`config.mk`:
```
export PLATFORM = sky130hd
export DESIGN_NAME = keypad_scanner
export DESIGN_NICKNAME = d
export VERILOG_FILES = /design/src/rtl/keypad_scanner.sv
export SDC_FILE = /design/constraint.sdc
export NUM_CORES = 1
export LEC_CHECK = 0
export ABC_AREA = 1
export ABC_CLOCK_PERIOD_IN_PS = 4400
export CAP_MARGIN = 20
export CELL_PAD_IN_SITES_DETAIL_PLACEMENT = 0
export CELL_PAD_IN_SITES_GLOBAL_PLACEMENT = 1
export CORE_ASPECT_RATIO = 0.8
export CORE_MARGIN = 2
export CORE_UTILIZATION = 30
export CTS_CLUSTER_SIZE = 28
export DETAILED_ROUTE_END_ITERATION = 8
export PLACE_DENSITY_LB_ADDON = 0.08
export RECOVER_POWER = 100
export SLEW_MARGIN = 30
export SYNTH_ARGS = -nofsm -noshare
export SYNTH_HDL_FRONTEND = slang
export SYNTH_SLANG_ARGS = --single-unit
export TNS_END_PERCENT = 10
```
`constraint.sdc`:
```
create_clock -name clk -period 4.4 [get_ports clk]
set_clock_uncertainty 0.15 [all_clocks]
set_input_delay 0.88 -clock clk [delete_from_list [all_inputs] [get_ports clk]]
set_output_delay 0.88 -clock clk [all_outputs]
set_load 0.03 [all_outputs]
```
`src/rtl/keypad_scanner.sv`:
```
// keypad_scanner: N x M matrix keypad scanner. It strobes one row at a time,
// debounces every key over whole scan frames, and queues press/release events
// in a small FIFO that the game logic drains through a valid/ready handshake.
module keypad_scanner #(
    parameter int ROWS       = 4,
    parameter int COLS       = 4,
    parameter int SETTLE     = 4,
    parameter int DEBOUNCE   = 3,
    parameter int FIFO_DEPTH = 8,
    localparam int KEYS      = ROWS * COLS,
    localparam int KW        = (KEYS > 1) ? $clog2(KEYS) : 1
) (
    input  logic            clk,
    input  logic            rst,
    input  logic [COLS-1:0] kp_col,
    output logic [ROWS-1:0] kp_row,
    output logic [KEYS-1:0] key_state,
    output logic            any_key,
    output logic            evt_valid,
    input  logic            evt_ready,
    output logic            evt_press,
    output logic [KW-1:0]   evt_code,
    output logic            evt_overflow
);
    localparam int RW = (ROWS > 1) ? $clog2(ROWS) : 1;
    localparam int DW = (SETTLE > 1) ? $clog2(SETTLE) : 1;
    localparam int CW = $clog2(DEBOUNCE + 1);
    localparam int PW = $clog2(FIFO_DEPTH);
    localparam int NW = PW + 1;

    typedef enum logic [1:0] {SCAN, UPDATE, EMIT} state_t;

    state_t          state, state_next;
    logic [RW-1:0]   row_idx;
    logic [DW-1:0]   dwell;
    logic [KEYS-1:0] raw;
    logic [KEYS-1:0] flip;
    logic [CW-1:0]   cnt [KEYS];

    logic            row_end, frame_end;
    logic [KEYS-1:0] state_upd, flip_upd;
    logic [CW-1:0]   cnt_upd [KEYS];
    logic [KEYS-1:0] emit_mask;
    logic            emit_press;
    logic [KW-1:0]   emit_code;

    logic [KW:0]     mem [FIFO_DEPTH];
    logic [PW-1:0]   wr_ptr, rd_ptr;
    logic [NW-1:0]   count;
    logic            push, pop, full, accept;

    assign row_end   = (dwell == DW'(SETTLE - 1));
    assign frame_end = row_end && (row_idx == RW'(ROWS - 1));
    assign kp_row    = ~(ROWS'(1) << row_idx);
    assign any_key   = |key_state;

    // Frame-end debounce decision for every key, applied on the UPDATE edge.
    always_comb begin
        // NOTE: every output of a combinational block gets a default first so no latch is inferred.
        state_upd = key_state;
        flip_upd  = '0;
        for (int k = 0; k < KEYS; k++) begin
            cnt_upd[k] = '0;
            if (raw[k] != key_state[k]) begin
                if (cnt[k] == CW'(DEBOUNCE - 1)) begin
                    state_upd[k] = ~key_state[k];
                    flip_upd[k]  = 1'b1;
                end else begin
                    cnt_upd[k] = cnt[k] + CW'(1);
                end
            end
        end
    end

    // Lowest pending flip is the next event to emit (ascending code order).
    always_comb begin
        emit_mask  = '0;
        emit_press = 1'b0;
        emit_code  = '0;
        for (int k = KEYS - 1; k >= 0; k--) begin
            if (flip[k]) begin
                emit_mask    = '0;
                emit_mask[k] = 1'b1;
                emit_press   = key_state[k];
                emit_code    = KW'(k);
            end
        end
    end

    // Next-state logic: scan a full frame, update once, emit all flips.
    always_comb begin
        state_next = state;
        case (state)
            SCAN:    if (frame_end) state_next = UPDATE;
            UPDATE:  state_next = (|flip_upd) ? EMIT : SCAN;
            EMIT:    if ((flip & ~emit_mask) == '0) state_next = SCAN;
            default: state_next = SCAN;
        endcase
    end

    // State register.
    always_ff @(posedge clk or posedge rst) begin
        // NOTE: sequential state uses non-blocking assignments so every register samples pre-edge values.
        if (rst) state <= SCAN;
        else     state <= state_next;
    end

    // Row strobe / dwell counters and column sampling; row 0 held outside SCAN.
    always_ff @(posedge clk or posedge rst) begin
        if (rst) begin
            row_idx <= '0;
            dwell   <= '0;
            raw     <= '0;
        end else if (state == SCAN) begin
            if (row_end) begin
                dwell   <= '0;
                row_idx <= frame_end ? '0 : row_idx + RW'(1);
                for (int k = 0; k < KEYS; k++) begin
                    if (k / COLS == int'(row_idx)) raw[k] <= ~kp_col[k % COLS];
                end
            end else begin
                dwell <= dwell + DW'(1);
            end
        end
    end

    // Debounced key levels, per-key frame counters and pending flips.
    always_ff @(posedge clk or posedge rst) begin
        if (rst) begin
            key_state <= '0;
            flip      <= '0;
            for (int k = 0; k < KEYS; k++) cnt[k] <= '0;
        end else begin
            case (state)
                UPDATE: begin
                    key_state <= state_upd;
                    flip      <= flip_upd;
                    for (int k = 0; k < KEYS; k++) cnt[k] <= cnt_upd[k];
                end
                EMIT:    flip <= flip & ~emit_mask;
                default: ;
            endcase
        end
    end

    assign push      = (state == EMIT);
    assign pop       = evt_valid && evt_ready;
    assign full      = (count == NW'(FIFO_DEPTH));
    assign accept    = push && (!full || pop);
    assign evt_valid = (count != '0);
    assign evt_press = mem[rd_ptr][KW];
    assign evt_code  = mem[rd_ptr][KW-1:0];

    // FIFO pointers, occupancy and the sticky overflow flag.
    always_ff @(posedge clk or posedge rst) begin
        if (rst) begin
            wr_ptr       <= '0;
            rd_ptr       <= '0;
            count        <= '0;
            evt_overflow <= 1'b0;
        end else begin
            if (accept) wr_ptr <= wr_ptr + PW'(1);
            if (pop)    rd_ptr <= rd_ptr + PW'(1);
            count <= count + NW'(accept) - NW'(pop);
            if (push && !accept) evt_overflow <= 1'b1;
        end
    end

    // FIFO storage; entries are only read while count says they are valid.
    always_ff @(posedge clk) begin
        // NOTE: the storage array has no reset; emptiness is tracked by the reset pointers and count.
        if (accept) mem[wr_ptr] <= {emit_press, emit_code};
    end

endmodule

```
==> flow_summary.toml, run 1 <==
[worst_setup_path]
cp_max_fo = 22
critical_path_required_ps = 3370
cp_data_arrival_time_ps = 2870
slowest_delay_ps = 740
cp-end-kind = "output port"
critical-path-top-delay-family = "buffers and inverters"
cpMaxStageDelayCell = "dfrtp_1"
cp-start-kind = "flip-flop"
worst-path-buf-inv = 2
worstPathCellList = "inv_1 -> o21ai_0 -> o22ai_1 -> nor2_1 -> a31oi_1 -> dlygate4sd3_1"
path_class = "reg -> out"

[clock_network]
clk_path_buf_depth = 2
clock_latency_ps = 430
cts_htree_levels = 4
cts_tree = "built"
path_clk_slew_ps = 60
cts_resized = 0
cts_buffers = 17
post-cts-setup-buffers = 0
cts_sinks = 137
cts_root_buf = "clkbuf_16"
hold_buffers = 0

[floorplan]
die_x_um = 169
initial_utilization_pct = 30.4
dieArea_mm2 = 0.0229
core_mm2 = 0.0214
die_h_um = 136
rows = 48
ios = 35

[timing]
slew_viol_final = 113
timing.final.crit_share_pct = 88.7
setup_viol = 0
setup_tns_ps = 0
fmax_mhz = 256
grt_setup_unrepaired = "false"
report.final.hold_viol_count = 0
tightest_slew_ps = 2970
period_minus_slack_ps = 3900
max_slew_margin_pct = -98.1

[route]
drt_iter0_markers = 283
remaining_drc_errors = 0
drtPass1Iterations = 4
post_drt_wl_per_cell_um = 16.8
wirelength_um = 16900
drtAntennaViolNets = 0
vias = 4869
viasPerCell = 4.84

[hold_path]
hp-class = "reg -> reg"

[yosys]
synthTopCellsByArea = "dfrtp_1 37%, edfxtp_1 18%, nand2_1 6.2%"
ys_ff_latch = 137
yosysTopAreaCell = "dfrtp_1"
synth_fp_nets = 705
async_flop_share_pct = 70.8
synth_warnings = 0
synth.avg_cell_area_um2 = 9.56
yosysSeqAreaShare_pct = 55.7
synth.distinct_cells = 36
ys.flop_type = "dfrtp_1"
netlist_area_mm2 = 0.00651
synthCells = 681
yosysTopAreaCellShare_pct = 37.3
synth_edf_count = 40

[placement]
port_buffers = 34
hpwl_um = 12300
gp_congestion = 0.803

[grt]
track_usage_pct = 15.9
first_global_vias = 4949
grt_max_degree = 71
antenna_found_initial = 0
grt_overflow_total = 0
grt_pass1_wl_um = 27400

[power]
powerDensity_mw_per_mm2 = 467
ir_worst_vdd_mv = 0.219
leakage_nw = 3.42
fin_total_pwr_mw = 3.65

[run_status]
status = "finished, violations left"
violations = "capacitance limit, slew limit"

[final_layout]
final_util_pct = 36.4
drive_gt1_share_pct = 6.99
diodes = 0
nets = 741
fill_cells = 2163
syn_to_final_growth_pct = 19.9

[run]
max-cap-violations = 2
## synth_stat cells, types with 4 or more instances
library cell	count
nand3_1	29
dfrtp_1	97
o22ai_1	19
a21oi_1	12
o21ai_0	67
o221ai_1	12
ha_1	16
inv_1	77
a31oi_1	8
edfxtp_1	40
xnor2_1	13
nor2_2	6
clkbuf_1	20
xor2_1	24
nor4_1	4
nand2_1	107
nand2_2	4
nor3_1	8
nand4_1	24
nor2_1	65
## report_power, final
part	total, mW	switching, mW	internal [mW]
clock	1.63	0.554	1.08
combinational	0.580	0.366	0.214
sequential	1.43	0.0688	1.36
total	3.65	0.988	2.66
## flip-flops by register name, summed over array words and instances, names as in the netlist
name and count:
flip 16, row_idx 2, count 4, evt_overflow 1, raw 16, key_state 16, state 2, mem 40
rd_ptr 3, dwell 2, wr_ptr 3, cnt 32
## final cells by class
cell class,count,area [um^2],area share (%)
sequential,137,3630,46.5
multi-input combinational,444,2480,31.8
inverter,80,302,3.86
clock inverter,8,151,1.94
timing repair buffer,37,368,4.71
tap,275,344,4.41
clock buffer,24,534,6.84
## worst register-to-register path: stages (launching register included)
cell and delay, ps:
dfrtp_1 390, inv_1 80, ha_1 170, clkbuf_1 2100
o21ai_0 440
## layer usage
layer	track usage [%]	vias to the layer above	part of all wire (%)
met1	23.0	2377	51
met5	0	-	0
met2	23.5	79	43
li1	-	2400	-
met4	4.31	0	0.86
met3	3.97	13	5.0
## placed cells by master (no fill, tap or decap), types with 13 or more instances in the layout
cell,instances
clkbuf_16,19
dfrtp_1,97
dlygate4sd3_1,30
edfxtp_1,40
ha_1,16
inv_1,78
nand2_1,110
nand3_1,30
nand4_1,24
nor2_1,67
o21ai_0,68
o22ai_1,19
xnor2_1,13
xor2_1,24
## metrics by stage
| step | hold WS, ps | instance area [um^2] | setup WS [ps] | std cells |
|---|---|---|---|---|
| after floorplan | 289 | 6510 | 836 | 681 |
| after global placement | 309 | 7160 | 1120 | 973 |
| after detailed placement | 321 | 7160 | 1050 | 973 |
| after CTS | 328 | 7850 | 587 | 1005 |
| after global routing | 345 | 7810 | 235 | 1005 |
| final | 331 | 7810 | 499 | 1005 |
## cell families after synthesis
| family | share of synthesized area [%] |
|---|---|
| simple gates | 17.9 |
| flops | 55.7 |
| compound gates | 12.1 |
| buf+inv | 5.77 |
| xor+xnor | 4.98 |
| fa+ha+maj | 3.38 |
| mux | 0.173 |
## final timing paths
| path | from | end | slack [ps] | cells past startpoint |
|---|---|---|---|---|
| max reg2reg | state[1]$_DFFE_PP0P_ | cnt[31]$_DFFE_PP0P_ | 810 | 4 |
| max in group asynchronous | rst | raw[14]$_DFFE_PP0P_ | 1830 | 3 |
| min reg2reg | dwell[0]$_DFFE_PP0P_ | dwell[0]$_DFFE_PP0P_ | 330 | 1 |
| min | dwell[0]$_DFFE_PP0P_ | dwell[0]$_DFFE_PP0P_ | 330 | 1 |
| min in group asynchronous | rst | cnt[25]$_DFFE_PP0P_ | 1250 | 2 |
| max | rd_ptr[0]$_DFFE_PP0P_ | evt_code[2] | 500 | 6 |
Note: power is estimated with default switching activity, not from simulation.
==> run 2: changes to the inputs <==
--- a/config.mk
+++ b/config.mk
@@ -13,6 +13,7 @@
 export CORE_ASPECT_RATIO = 0.8
 export CORE_MARGIN = 2
 export CORE_UTILIZATION = 30
+export CTS_BUF_LIST = sky130_fd_sc_hd__clkbuf_4 sky130_fd_sc_hd__clkbuf_8
 export CTS_CLUSTER_SIZE = 28
 export DETAILED_ROUTE_END_ITERATION = 8
 export PLACE_DENSITY_LB_ADDON = 0.08
==> run 2 against run 1 <==
Effect of this change:
- the run still ends with capacitance limit, slew limit left
- non-clock buffer count unchanged
- via count is 0.68% higher
- clock-buffer cell count shrank 2
- wire length is 0.11% lower
- critical path type unchanged
- highest routed layer unchanged
==> flow_summary.toml, run 2 (synthesis results as in run 1) <==
[grt]
grt_pass1_wl_um = 27400
track_usage_pct = 15.8
grt_max_degree = 71
antenna_found_initial = 0
first_global_vias = 4938
grt_overflow_total = 0

[power]
pwr-share-comb_pct = 17.5
powerDensity_mw_per_mm2 = 434
seqPwrFrac_pct = 43.2
p_int_mw = 2.38
swShare_pct = 28.2
ir_worst_vdd_mv = 0.195
leakage_nw = 3.34
p_sw_mw = 0.935
p_clk_share_pct = 39.3

[final_layout]
layout_commonest_cell = "nand2_1"
layout_common_cells = "110 x nand2_1, 97 x dfrtp_1, 78 x inv_1"
fill_cells = 2188
drive_gt1_share_pct = 7.12
diodes = 0
reg.largest.list = "mem (40), cnt (32)"
nets = 741
stdcell_area_mm2 = 0.00763
final_util_pct = 35.6
largest-register = "mem"
syn_to_final_growth_pct = 17.2
largest_reg_flops = 40

[clock_network]
cts_buffers = 17
clk_path_buf_depth = 2
cts_root_buf = "clkbuf_8"
clock_latency_ps = 450
cts_resized = 0
cts_tree = "built"
path_clk_slew_ps = 80
cts_htree_levels = 4
hold_buffers = 0
post-cts-setup-buffers = 0
cts_sinks = 137

[worst_setup_path]
cp-start-kind = "flip-flop"
cp_max_fo = 22
cp_data_arrival_time_ps = 2880
rrSetupSlack_ps = 840
critical_path_required_ps = 3370
path_class = "reg -> out"
cp-end-kind = "output port"

[route]
drt_iter0_markers = 312
remaining_drc_errors = 0
post_drt_wl_per_cell_um = 16.8
wirelength_um = 16900
drtAntennaViolNets = 0
viasPerCell = 4.88
vias = 4902
drtPass1Iterations = 5

[timing]
tightest_slew_ps = 2940
timing.final.crit_share_pct = 88.9
period_minus_slack_ps = 3910
setup_tns_ps = 0
setup_viol = 0
report.final.hold_viol_count = 0
fmax_mhz = 256
grt_setup_unrepaired = "false"
slew_viol_final = 113
max_slew_margin_pct = -95.7
setup_slack_ps = 489

[floorplan]
rows = 48
initial_utilization_pct = 30.4
dieArea_mm2 = 0.0229
core_mm2 = 0.0214
die_x_um = 169
die_h_um = 136
ios = 35

[run]
max-cap-violations = 2

[placement]
port_buffers = 34
dp_slack_ps = 1050
gp_congestion = 0.803
place_area_mm2 = 0.00716
hpwl_um = 12300

[hold_path]
hp-class = "reg -> reg"

[run_status]
violations = "capacitance limit, slew limit"
status = "finished, violations left"
run 2: cell types whose count changed in the layout (fill, tap and decap cells not counted):
cell       change
clkbuf_4       +1
bufinv_16      +2
clkbuf_1       -1
clkbuf_16     -19
clkbuf_8      +17
run 2: power groups by stage:
stage,Sequential (mW),Clock [mW],Combinational [mW]
finish,1.43,1.30,0.581
CTS,1.43,1.34,0.610
global placement,1.45,0,0.595
floorplan,1.41,0,0.460
detailed placement,1.45,0,0.612
global route,1.44,1.40,0.656
run 2: cell type report:
type | instances | area (um^2) | area share, %
flip-flops and latches | 137 | 3630 | 47.6
multi-input cells | 444 | 2480 | 32.5
repair buffers | 37 | 368 | 4.82
well taps | 275 | 344 | 4.51
inverters | 80 | 302 | 3.95
clock buffers | 22 | 297 | 3.89
clock inverters | 10 | 211 | 2.77
run 2: worst max-delay path, cell delays in order, from the launching register on:
cell and delay [ps]:
dfrtp_1 740, inv_1 450, o21ai_0 270, o22ai_1 90
nor2_1 120, a31oi_1 50, dlygate4sd3_1 710
run 2: path summary, 6_finish.rpt:
kind	start	cells after the start	to
min	evt_overflow$_DFFE_PP0P_	1	evt_overflow$_DFFE_PP0P_
max	rd_ptr[0]$_DFFE_PP0P_	6	evt_code[2]
min in group asynchronous	rst	2	cnt[25]$_DFFE_PP0P_
max reg2reg	state[1]$_DFFE_PP0P_	4	cnt[16]$_DFFE_PP0P_
max in group asynchronous	rst	3	raw[14]$_DFFE_PP0P_
min reg2reg	evt_overflow$_DFFE_PP0P_	1	evt_overflow$_DFFE_PP0P_
run 2: through the flow:
| step | std cells | hold slack [ps] | power [mW] |
|---|---|---|---|
| global placement | 973 | 309 | 2.05 |
| floorplan | 681 | 289 | 1.87 |
| global route | 1005 | 349 | 3.50 |
| finish | 1005 | 333 | 3.31 |
| detailed placement | 973 | 321 | 2.07 |
| CTS | 1005 | 332 | 3.38 |
run 2: per-layer routing:
metal	wire length [um]	share of wire (%)	vias up	track usage (%)
li1	-	-	2394	-
met1	8730	52	2412	23.1
met2	7310	43	86	23.4
met3	723	4.3	10	3.45
met4	138	0.82	0	4.60
met5	0	0	-	0
==> run 3: changes to the inputs <==
--- a/config.mk
+++ b/config.mk
@@ -7,7 +7,6 @@
 export LEC_CHECK = 0
 export ABC_AREA = 1
 export ABC_CLOCK_PERIOD_IN_PS = 4400
-export CAP_MARGIN = 20
 export CELL_PAD_IN_SITES_DETAIL_PLACEMENT = 0
 export CELL_PAD_IN_SITES_GLOBAL_PLACEMENT = 1
 export CORE_ASPECT_RATIO = 0.8
==> results of run 3 <==
No change in the layout: final DEF, timing and power equal those of run 2.
